## config.mk

```make
export PLATFORM = sky130hd
export DESIGN_NAME = ram_1port_master
export DESIGN_NICKNAME = d
export VERILOG_FILES = /design/src/rtl/ram_if_pkg.sv /design/src/rtl/ram_clear_counter.sv /design/src/rtl/ram_1port_master.sv
export SDC_FILE = /design/constraint.sdc
export NUM_CORES = 1
export LEC_CHECK = 0
export CORE_MARGIN = 2
export CORE_UTILIZATION = 30
export CTS_CLUSTER_SIZE = 40
export DETAILED_ROUTE_END_ITERATION = 10
export HOLD_SLACK_MARGIN = 0.08
export MAX_ROUTING_LAYER = met4
export SYNTH_ARGS = -nofsm -noshare
export SYNTH_HDL_FRONTEND = slang
export SYNTH_SLANG_ARGS = --single-unit
```

## constraint.sdc

```tcl
create_clock -name clk -period 2.8 [get_ports clk]
set_clock_uncertainty 0.2 [all_clocks]
set_input_delay 0.42 -clock clk [delete_from_list [all_inputs] [get_ports clk]]
set_output_delay 0.42 -clock clk [all_outputs]
set_load 0.02 [all_outputs]
```

## src/rtl/ram_if_pkg.sv

```systemverilog
// Shared types and defaults for the single-port RAM initiator.
// Holds the controller state encoding and the default geometry.
package ram_if_pkg;

   localparam int unsigned AW_DEF      = 6;
   localparam int unsigned DW_DEF      = 16;
   localparam logic [15:0] CLR_VAL_DEF = 16'h0000;

   typedef enum logic [1:0] {
      StIdle   = 2'd0,
      StClear  = 2'd1,
      StRdWait = 2'd2,
      StRsp    = 2'd3
   } state_e;

endpackage

```

## src/rtl/ram_clear_counter.sv

```systemverilog
// Address sweep counter for the clear engine.
// start_i reloads zero and wins over en_i; last_o flags the all-ones address.
module ram_clear_counter import ram_if_pkg::*; #(
   parameter int unsigned AW = AW_DEF
) (
   input  logic          clk,
   input  logic          reset_n,
   input  logic          start_i,
   input  logic          en_i,
   output logic [AW-1:0] cnt_o,
   output logic          last_o
);

   logic [AW-1:0] cnt_q, cnt_d;

   always_comb begin
      cnt_d = cnt_q;
      if (start_i) begin
         cnt_d = '0;
      end else if (en_i) begin
         cnt_d = cnt_q + 1'b1;
      end
   end

   always_ff @(posedge clk) begin
      if (!reset_n) begin
         cnt_q <= '0;
      end else begin
         cnt_q <= cnt_d;
      end
   end

   assign cnt_o  = cnt_q;
   assign last_o = &cnt_q;

endmodule

```

## src/rtl/ram_1port_master.sv

```systemverilog
// Initiator for a single-port RAM: CPU word requests, fixed-latency reads and
// a sequential clear engine. Every output comes straight from a register.
module ram_1port_master import ram_if_pkg::*; #(
   parameter int unsigned   AW           = AW_DEF,
   parameter int unsigned   DW           = DW_DEF,
   parameter int unsigned   RD_LAT       = 1,
   parameter logic [DW-1:0] CLR_VAL      = DW'(CLR_VAL_DEF),
   parameter bit            CLR_ON_RESET = 1'b1
) (
   input  logic          clk,
   input  logic          reset_n,
   input  logic          req_valid,
   output logic          req_ready,
   input  logic          req_we,
   input  logic [AW-1:0] req_addr,
   input  logic [DW-1:0] req_wdata,
   output logic          rsp_valid,
   input  logic          rsp_ready,
   output logic [DW-1:0] rsp_rdata,
   input  logic          clr_start,
   output logic          busy,
   output logic [AW-1:0] ram_address,
   output logic [DW-1:0] ram_data,
   output logic          ram_wren,
   input  logic [DW-1:0] ram_q
);

   localparam int unsigned LatW = $clog2(RD_LAT + 1);

   state_e          state_q, state_d;
   logic            pend_q, pend_d;
   logic [LatW-1:0] lat_q, lat_d;
   logic            ready_q, ready_d;
   logic            busy_q, busy_d;
   logic            rsp_valid_q, rsp_valid_d;
   logic [DW-1:0]   rdata_q, rdata_d;
   logic            wren_q, wren_d;
   logic [AW-1:0]   addr_q, addr_d;
   logic [DW-1:0]   data_q, data_d;

   logic            accept, clr_req;
   logic            cnt_start, cnt_en, cnt_last;
   logic [AW-1:0]   cnt;

   ram_clear_counter #(
      .AW (AW)
   ) u_clear_counter (
      .clk     (clk),
      .reset_n (reset_n),
      .start_i (cnt_start),
      .en_i    (cnt_en),
      .cnt_o   (cnt),
      .last_o  (cnt_last)
   );

   // ready_q is only ever high in StIdle, so it also qualifies clr_start.
   assign accept  = req_valid & ready_q;
   assign clr_req = clr_start & ready_q;

   always_comb begin
      state_d     = state_q;
      pend_d      = pend_q;
      lat_d       = lat_q;
      ready_d     = ready_q;
      busy_d      = busy_q;
      rsp_valid_d = rsp_valid_q;
      rdata_d     = rdata_q;
      wren_d      = 1'b0;
      addr_d      = addr_q;
      data_d      = data_q;
      cnt_start   = 1'b0;
      cnt_en      = 1'b0;

      unique case (state_q)
         StIdle: begin
            if (accept) begin
               addr_d = req_addr;
               pend_d = clr_req;
               if (req_we) begin
                  wren_d  = 1'b1;
                  data_d  = req_wdata;
                  ready_d = ~clr_req;
                  busy_d  = 1'b0;
               end else begin
                  lat_d   = LatW'(RD_LAT);
                  state_d = StRdWait;
                  ready_d = 1'b0;
                  busy_d  = 1'b1;
               end
            end else if (clr_req || pend_q) begin
               state_d   = StClear;
               cnt_start = 1'b1;
               pend_d    = 1'b0;
               ready_d   = 1'b0;
               busy_d    = 1'b1;
            end else begin
               ready_d = 1'b1;
               busy_d  = 1'b0;
            end
         end
         StClear: begin
            wren_d  = 1'b1;
            addr_d  = cnt;
            data_d  = CLR_VAL;
            cnt_en  = 1'b1;
            busy_d  = 1'b1;
            ready_d = 1'b0;
            // busy drops together with wren on the edge after the last write.
            if (cnt_last) begin
               state_d = StIdle;
            end
         end
         StRdWait: begin
            if (lat_q == '0) begin
               rsp_valid_d = 1'b1;
               rdata_d     = ram_q;
               state_d     = StRsp;
            end else begin
               lat_d = lat_q - 1'b1;
            end
         end
         StRsp: begin
            if (rsp_ready) begin
               rsp_valid_d = 1'b0;
               if (pend_q) begin
                  state_d   = StClear;
                  cnt_start = 1'b1;
                  pend_d    = 1'b0;
                  busy_d    = 1'b1;
               end else begin
                  state_d = StIdle;
                  ready_d = 1'b1;
                  busy_d  = 1'b0;
               end
            end
         end
         default: begin
            state_d = StIdle;
         end
      endcase
   end

   always_ff @(posedge clk) begin
      if (!reset_n) begin
         state_q     <= CLR_ON_RESET ? StClear : StIdle;
         pend_q      <= 1'b0;
         lat_q       <= '0;
         ready_q     <= 1'b0;
         busy_q      <= 1'b0;
         rsp_valid_q <= 1'b0;
         rdata_q     <= '0;
         wren_q      <= 1'b0;
         addr_q      <= '0;
         data_q      <= '0;
      end else begin
         state_q     <= state_d;
         pend_q      <= pend_d;
         lat_q       <= lat_d;
         ready_q     <= ready_d;
         busy_q      <= busy_d;
         rsp_valid_q <= rsp_valid_d;
         rdata_q     <= rdata_d;
         wren_q      <= wren_d;
         addr_q      <= addr_d;
         data_q      <= data_d;
      end
   end

   assign req_ready   = ready_q;
   assign busy        = busy_q;
   assign rsp_valid   = rsp_valid_q;
   assign rsp_rdata   = rdata_q;
   assign ram_wren    = wren_q;
   assign ram_address = addr_q;
   assign ram_data    = data_q;

endmodule

```

; Yosys cells after proc, flatten, opt, wreduce, memory -nomap -nowiden
; Index checks and enable logic that the tools add are counted.
[classes]
add_sub_neg = 2
eq_ne = 12
muxes = 42
n_bitwise = 5
n_reduce_logical = 18
[ops]
columns = operator, count
row1 = $mux W16, 2
row2 = $pmux W16 S2, 1
row3 = $mux W1, 23
row4 = $reduce_and A3 Y1, 5
row5 = $ne A2 B2 Y1 const B, 7
row6 = $mux W2, 6
row7 = $pmux W6 S2, 1
row8 = $pmux W1 S2, 5
row9 = $pmux W2 S4, 1
row10 = $reduce_bool A2 Y1, 4
row11 = $add A6 B1 Y6 const B, 1
row12 = $mux W6, 1
row13 = $ne A3 B3 Y1 const B, 2
row14 = $pmux W1 S3, 2
row15 = $reduce_and A2 Y1, 3
row16 = $reduce_and A6 Y1, 1
row17 = $reduce_and A5 Y1, 1
row18 = $eq A2 B2 Y1 const B, 2
row19 = $not A1 Y1, 3
row20 = $reduce_bool A3 Y1, 1
row21 = $and A1 B1 Y1, 2
row22 = $eq A2 B1 Y1 const B, 1
row23 = $logic_not A2 Y1, 1
row24 = $reduce_or A2 Y1, 1
row25 = 2 further kinds, 2
[totals]
regBits = 52
out_inout_bits = 42

; Logic depth before layout (Yosys ltp)
; Gate-level depths: netlist of the first run.
[depth]
depth_word = 6
depth_mapped = 9
ltp_nobuf = 6

; Modules after synthesis
; From an unflattened synthesis of the first run, not the netlist that was laid out.
[unflattened]
cells_unflattened = 249
area_unflattened_um2 = 2288.4
[modules_own_cells]
columns = mod, instances, cells_each, area_per_inst_um2
row1 = ram_1port_master, 1, 221, 2030.7
row2 = ram_clear_counter, 1, 28, 257.7

; Least setup slack after synthesis of the first run
; No wires, ideal clock.
[synth_timing]
kind = reg-to-reg
from = register state_q[0]
to = register data_q[10], in the netlist ram_data[10]
setup_ps = 128
arrival_ps = 1530
path_slack_ps = 943
stages_incl_launch_ff = 9
path_cell_list = dfxtp_1 inv_1 ha_1 and4_4 and2_1 clkbuf_2 buf_6 a22oi_1 nor2_1
[synth_between]
elab_chain_len = 3
[synth_lines]
columns = item, line_no
row1 = start: declaration, ram_1port_master.sv:30  ; state_e state_q, state_d;
row2 = start signal: assignment, ram_1port_master.sv:145  ; state_q <= CLR_ON_RESET ? StClear : StIdle;
row3 = start signal: assignment, ram_1port_master.sv:156  ; state_q <= state_d;
row4 = $logic_not A2 Y1 / $eq A2 B1 Y1 (equally long branches), ram_1port_master.sv:74  ; unique case (state_q)
row5 = $ne A2 B2 Y1 (no source line) / $reduce_bool A2 Y1 (equally long branches), --
row6 = $reduce_and A3 Y1 (no source line), --
row7 = end signal: assignment, ram_1port_master.sv:165  ; data_q <= data_d;
row8 = end: declaration, ram_1port_master.sv:39  ; logic [DW-1:0] data_q, data_d;
; Several ways; a longest one is shown, not always the timed one.
; A chain may end at the register's enable or synchronous reset.

; Final worst setup path of the first run
[layout_timing]
from = register state_q[0]
to = register state_q[1]
[layout_between]
elab_chain_len = 3
[layout_lines]
columns = item, line_no
row1 = $eq A2 B1 Y1 (tied with other cells), ram_1port_master.sv:74
row2 = $ne A2 B2 Y1 (no source line) / $ne A3 B3 Y1 (equally long branches), --
row3 = $reduce_and A5 Y1 (no source line), --
; Several ways; a longest one is shown, not always the timed one.

==> qor.yml, run 1 <==
status: "finished clean"
post_cts_buffers: 0
clk_root_buffer_cell: "clkbuf_8"
syn2layout_area_growth_pct: 48.83
synth.cell_area_um2: 2132
p_leak_nw: 1.154
n_fill_cell: 712
period_needed_ns: 2.113
maxSlewViolCount: 0
critical_path_required_ns: 2.81
nets: 379
irDropWorstVdd_uv: 547.2
crit_arrival_ns: 2.13
syn_area_per_cell_um2: 8.667
maxSlewHeadroom_pct: 61.41
postSynthCellCount: 246
clkLatencyLatePin_ns: 0.30
vias_per_cell: 4.670
worstSetupPathType: "flip-flop to flip-flop"
cts_resized: 0
numClockSinks: 52
finalCritPeriodShare_pct: 75.47
layout_common_cells: "85 x clkdlybuf4s50_1, 52 x dfxtp_1, 39 x nand2_1, 36 x nor2_1, 19 x a21oi_1"
hp-class: "flip-flop to flip-flop"
r2r_start: "state_q[0]"
antenna_found_initial: 0
avgRoutedWirePerCell_um: 12.91
drv_cap: 0
worst_slack_ns: 0.6869
cp-end-kind: "flip-flop"
p_per_area_nw_per_um2: 733.6
diodes: 0
p_total_w: 0.002328
chipWidth_um: 88.30
start_util_pct: 31.21
setup_tns_ns: 0
postRouteAntennaNets: 0
gr-usage-all-layers_pct: 14.34
ctsHoldBuffers: 0
grt_start_max_net_pins: 30
ys_seq_elements: 52
timing.fmax_mhz: 473.2
final_util_pct: 46.45
place.port_buffers: 85
io_pins: 86
drc: 0
core_area_um2: 6832
die_area_um2: 7797
yosysSeqAreaShare_pct: 48.83
synthDistinctLibCells: 38
synth_fp_nets: 295
wl_mm: 5.512
htree_levels: 2
setup_violations: 0
vias: 1994
layout-drive-gt1-share_pct: 6.042
path_clk_slew_ns: 0.09
grt_pass1_vias: 1825
rows: 30
hpwl_mm: 4.035
gp_congestion: 0.9167
critPathMaxFanout: 8
grt_setup_unrepaired: "false"
drt-pass1-iter-count: 4
ys_warn_count: 0
tritoncts: "yes"
worst_pin_slew_ns: 0.5788
cts_buffers: 5
final_common_cell: "clkdlybuf4s50_1"
hp-start: "rsp_rdata[13]"
overflow: 0
die_h_um: 88.30
drt-initial-drc-count: 57
pre_cts_ws_ns: 0.6149
finalHoldViolCount: 0
cp-startpoint: "state_q[0]"
grt_pass1_wl_mm: 8.659
clk_path_buf_depth: 2
critical_path.startpoint_type: "flip-flop"
==> synthesized netlist by cell type, drive strengths merged <==
cell type / count / share of area, %
nand2: 39 / 6.9
or3b: 1 / 0.41
mux2i: 7 / 3.3
nand3: 3 / 0.70
nor2: 36 / 6.3
ha: 5 / 2.9
or3: 1 / 0.53
and3: 3 / 0.94
and4: 1 / 0.53
o21ai: 6 / 1.4
o21a: 2 / 0.70
a21boi: 1 / 0.35
dfxtp: 52 / 49
and2: 1 / 0.29
nand4: 3 / 0.88
nand2b: 2 / 0.59
a31oi: 3 / 0.88
o211ai: 3 / 1.1
a21o: 1 / 0.35
nor2b: 2 / 0.59
inv: 4 / 0.70
a311oi: 1 / 0.70
a21oi: 19 / 4.5
xor2: 3 / 1.2
a22oi: 17 / 6.0
clkinv: 1 / 0.18
a211oi: 8 / 2.8
buf: 6 / 1.8
clkbuf: 9 / 1.7
nand3b: 1 / 0.35
xnor2: 2 / 0.82
nor3: 2 / 0.47
o22ai: 1 / 0.29
==> cell type report <==
class                      instances  area, um2  share of cell area [%]
sequential                        52       1041                   32.81
clock buffer                       6      82.58                   2.603
multi-input combinational        174      997.2                   31.43
timing repair buffer              92      903.4                   28.47
clock inverter                     2      10.01                  0.3155
tap                               96      120.1                   3.785
inverter                           5      18.77                  0.5915
==> flip-flops by register name (all words and copies together) (netlist names) <==
register / count
busy: 1
lat_q: 1
pend_q: 1
ram_address: 6
ram_data: 16
ram_wren: 1
req_ready: 1
rsp_rdata: 16
rsp_valid: 1
state_q: 2
u_clear_counter.cnt_o: 6
==> report_power, final <==
| part | switching [W] | internal (W) |
|---|---|---|
| clock network | 0.000237 | 0.000198 |
| registers | 0.0000754 | 0.000839 |
| logic | 0.000541 | 0.000437 |
| total | 0.000854 | 0.00147 |
==> per-layer routing <==
metal	global-route usage (%)	vias to the layer above	wire length, um
met4	4.545	0	66
met3	2.705	6	327
met1	19.12	914	2520
li1	-	1016	-
met5	-	-	0
met2	22.01	58	2597
==> logic make-up (layout without fill, tap and decap cells) <==
group | Yosys count | after routing | synth area share, %
AO/OA/AOI/OAI | 62 | 62 | 19.01
flip-flops | 52 | 52 | 48.83
XOR/XNOR | 5 | 5 | 2.054
multiplexers | 7 | 7 | 3.287
AND/OR/NAND/NOR | 95 | 95 | 19.48
buffers and inverters | 20 | 105 | 4.401
adder cells (fa/ha/maj) | 5 | 5 | 2.934
==> through the flow <==
stage / instances / cell area [um2] / hold slack [ns]
finish: 427 / 3173 / 0.2551
global route: 427 / 3173 / 0.2768
CTS: 427 / 3173 / 0.2592
detailed placement: 419 / 3080 / 0.2460
global placement: 419 / 3080 / 0.2418
floorplan: 246 / 2132 / 0.3006
==> worst max-delay path, stage by stage, from the launching register on <==
cell	delay [ns]
dfxtp_1	0.42
inv_1	0.12
ha_1	0.30
and4_4	0.23
a211oi_1	0.34
a31oi_1	0.16
a311oi_2	0.25
==> final timing paths <==
check                           slack [ns]  depth (start not counted)            end
worst max-delay path                  0.69                          6     state_q[1]
worst min-delay path                  0.26                          2  rsp_rdata[13]
worst max register to register        0.69                          6     state_q[1]
worst min register to register        0.26                          2  rsp_rdata[13]
No activity file was read; power rests on OpenSTA's default activity.
==> inputs of run 2 (changes only) <==
==> constraint.sdc (replaced) <==
create_clock -name clk -period 1.85 [get_ports clk]
set_clock_uncertainty 0.2 [all_clocks]
set_input_delay 0.2775 -clock clk [delete_from_list [all_inputs] [get_ports clk]]
set_output_delay 0.2775 -clock clk [all_outputs]
set_load 0.02 [all_outputs]
==> run 2 against run 1 <==
Net effect:
- sequential share of layout area down 2.5 points
- sequential power up 49%
- clock power up 47%
- critical endpoint unchanged
- highest routed layer unchanged
==> qor.yml, run 2 (synthesized netlist as in run 1, its figures left out) <==
place.port_buffers: 85  # unchanged
io_pins: 86  # unchanged
r2r_start: "state_q[0]"
irDropWorstVdd_uv: 816.8  # +49%
ctsHoldBuffers: 0  # unchanged
critical_path.startpoint_type: "flip-flop"
htree_levels: 2  # unchanged
highest_layer: "met4"
gp_congestion: 0.8288  # -9.6%
holdPathStages: 2  # unchanged
drt-pass1-iter-count: 4  # unchanged
clk_root_buffer_cell: "clkbuf_8"
core_area_um2: 6832  # unchanged
tritoncts: "yes"
p_total_w: 0.003894  # +67%
cts_buffers: 5  # unchanged
final_common_cell: "clkdlybuf4s50_1"
setup_violations: 0  # unchanged
critical_path_required_ns: 1.84  # -0.97 ns
drt-initial-drc-count: 96  # +68%
nets: 400  # +5.5%
p_per_area_nw_per_um2: 1132  # +54%
layout.cells.non_filler: 448  # +4.9%
postRouteAntennaNets: 0  # unchanged
cp-end-kind: "flip-flop"
dp.cells: 434  # +3.6%
diodes: 0  # unchanged
grt_setup_unrepaired: "true"
start_util_pct: 31.21  # unchanged
cp-startpoint: "state_q[0]"
met3_length_um: 328  # +0.31%
wl_met2_mm: 2.709  # +4.3%
wl_met1_mm: 2.667  # +5.8%
syn2layout_area_growth_pct: 61.33
status: "finished clean"
numClockSinks: 52  # unchanged
gr-usage-all-layers_pct: 14.85  # +0.51 points
grt_pass1_wl_mm: 8.769  # +1.3%
path_clk_slew_ns: 0.10  # about the same
vias_per_cell: 4.600  # -1.5%
drv_cap: 0  # unchanged
chipWidth_um: 88.30  # unchanged
worst_pin_slew_ns: 0.5165  # -0.06229 ns
r2r_cells: 7  # +1
setup_tns_ns: 0  # unchanged
p_leak_nw: 1.290  # +12%
ff2ff_setup_slack_ns: 0.05  # -0.64 ns
vias: 2061  # +3.4%
crit_end: "state_q[1]"
n_fill_cell: 683  # -4.1%
r2r-end: "state_q[1]"
maxSlewViolCount: 0  # unchanged
overflow: 0  # unchanged
finalHoldViolCount: 0  # unchanged
layout_common_cells: "83 x clkdlybuf4s50_1, 50 x dfxtp_1, 39 x nand2_1, 36 x nor2_1, 22 x buf_4"
avgRoutedWirePerCell_um: 12.89  # -0.14%
rows: 30  # unchanged
die_h_um: 88.30  # unchanged
maxSlewHeadroom_pct: 65.49  # +4.1 points
drc: 0  # unchanged
hp-class: "flip-flop to flip-flop"
worstSetupPathType: "flip-flop to flip-flop"
wl_mm: 5.775  # +4.8%
hpwl_mm: 4.006  # -0.73%
finalCritPeriodShare_pct: 97.50  # +22 points
crit_arrival_ns: 1.79  # -0.34 ns
critPathMaxFanout: 4  # -4
clk_path_buf_depth: 2  # unchanged
antenna_found_initial: 0  # unchanged
grt_start_max_net_pins: 27  # -10%
die_area_um2: 7797  # unchanged
clkLatencyLatePin_ns: 0.31  # about the same
grt_pass1_vias: 1877  # +2.8%
timing.fmax_mhz: 554.4  # +17%
period_needed_ns: 1.804  # -0.3093 ns
layout-drive-gt1-share_pct: 17.05  # +11 points
run 2: report_power, final:
part	internal [W]	switching [W]
Combinational	0.000921	0.000968
Clock	0.000264	0.000377
Sequential	0.00127	0.0000902
Total	0.00246	0.00143
run 2: per-stage QoR:
stage / utilization, % / worst slack [ns] / cell area [um2] / hold slack (ns)
after floorplan: - / 0.04852 / 2135 / 0.1664
after global placement: 46.96 / -0.5705 / 3208 / 0.2415
after detailed placement: 46.96 / -0.5934 / 3208 / 0.2470
after CTS: 49.05 / -0.002091 / 3351 / 0.2620
after global routing: 50.35 / -0.002454 / 3440 / 0.2800
final: 50.35 / 0.04626 / 3440 / 0.2567
run 2: repair_timing:
action	CTS	global route
setup endpoints to repair	41	46
gates resized for setup	14	17
buffers inserted	2	3
gates cloned	1	0
pin swaps	1	7
run 2: how the worst min path moves through the flow:
stage          slack, ns     startpoint             to
6_report            0.26  rsp_rdata[12]  rsp_rdata[12]
5_1_grt             0.28  rsp_rdata[12]  rsp_rdata[12]
4_1_cts             0.26   rsp_rdata[6]   rsp_rdata[6]
3_5_place_dp        0.25   rsp_rdata[6]   rsp_rdata[6]
3_3_place_gp        0.24   rsp_rdata[9]   rsp_rdata[9]
2_1_floorplan       0.17        reset_n     state_q[0]
run 2: layer usage:
layer / up-vias / global-route usage, %
met2: 54 / 23.24
met3: 6 / 4.011
met1: 944 / 18.52
met5: - / -
met4: 0 / 5.096
li1: 1057 / -
run 2: area by class of cell:
cell class / instances / area (um2) / area share, %
flip-flops and latches: 52 / 1044 / 30.34
repair buffers: 113 / 1087 / 31.61
clock buffers: 5 / 68.82 / 2.001
inverters: 5 / 18.77 / 0.5457
clock inverters: 3 / 18.77 / 0.5457
well taps: 96 / 120.1 / 3.492
multi-input cells: 174 / 1082 / 31.47
run 2: worst max-delay path: stages, from the launching register on:
cell,delay (ns)
dfxtp_2,0.36
inv_2,0.05
ha_4,0.17
and4_4,0.19
buf_4,0.15
a211oi_4,0.24
and3_4,0.23
a311oi_2,0.08
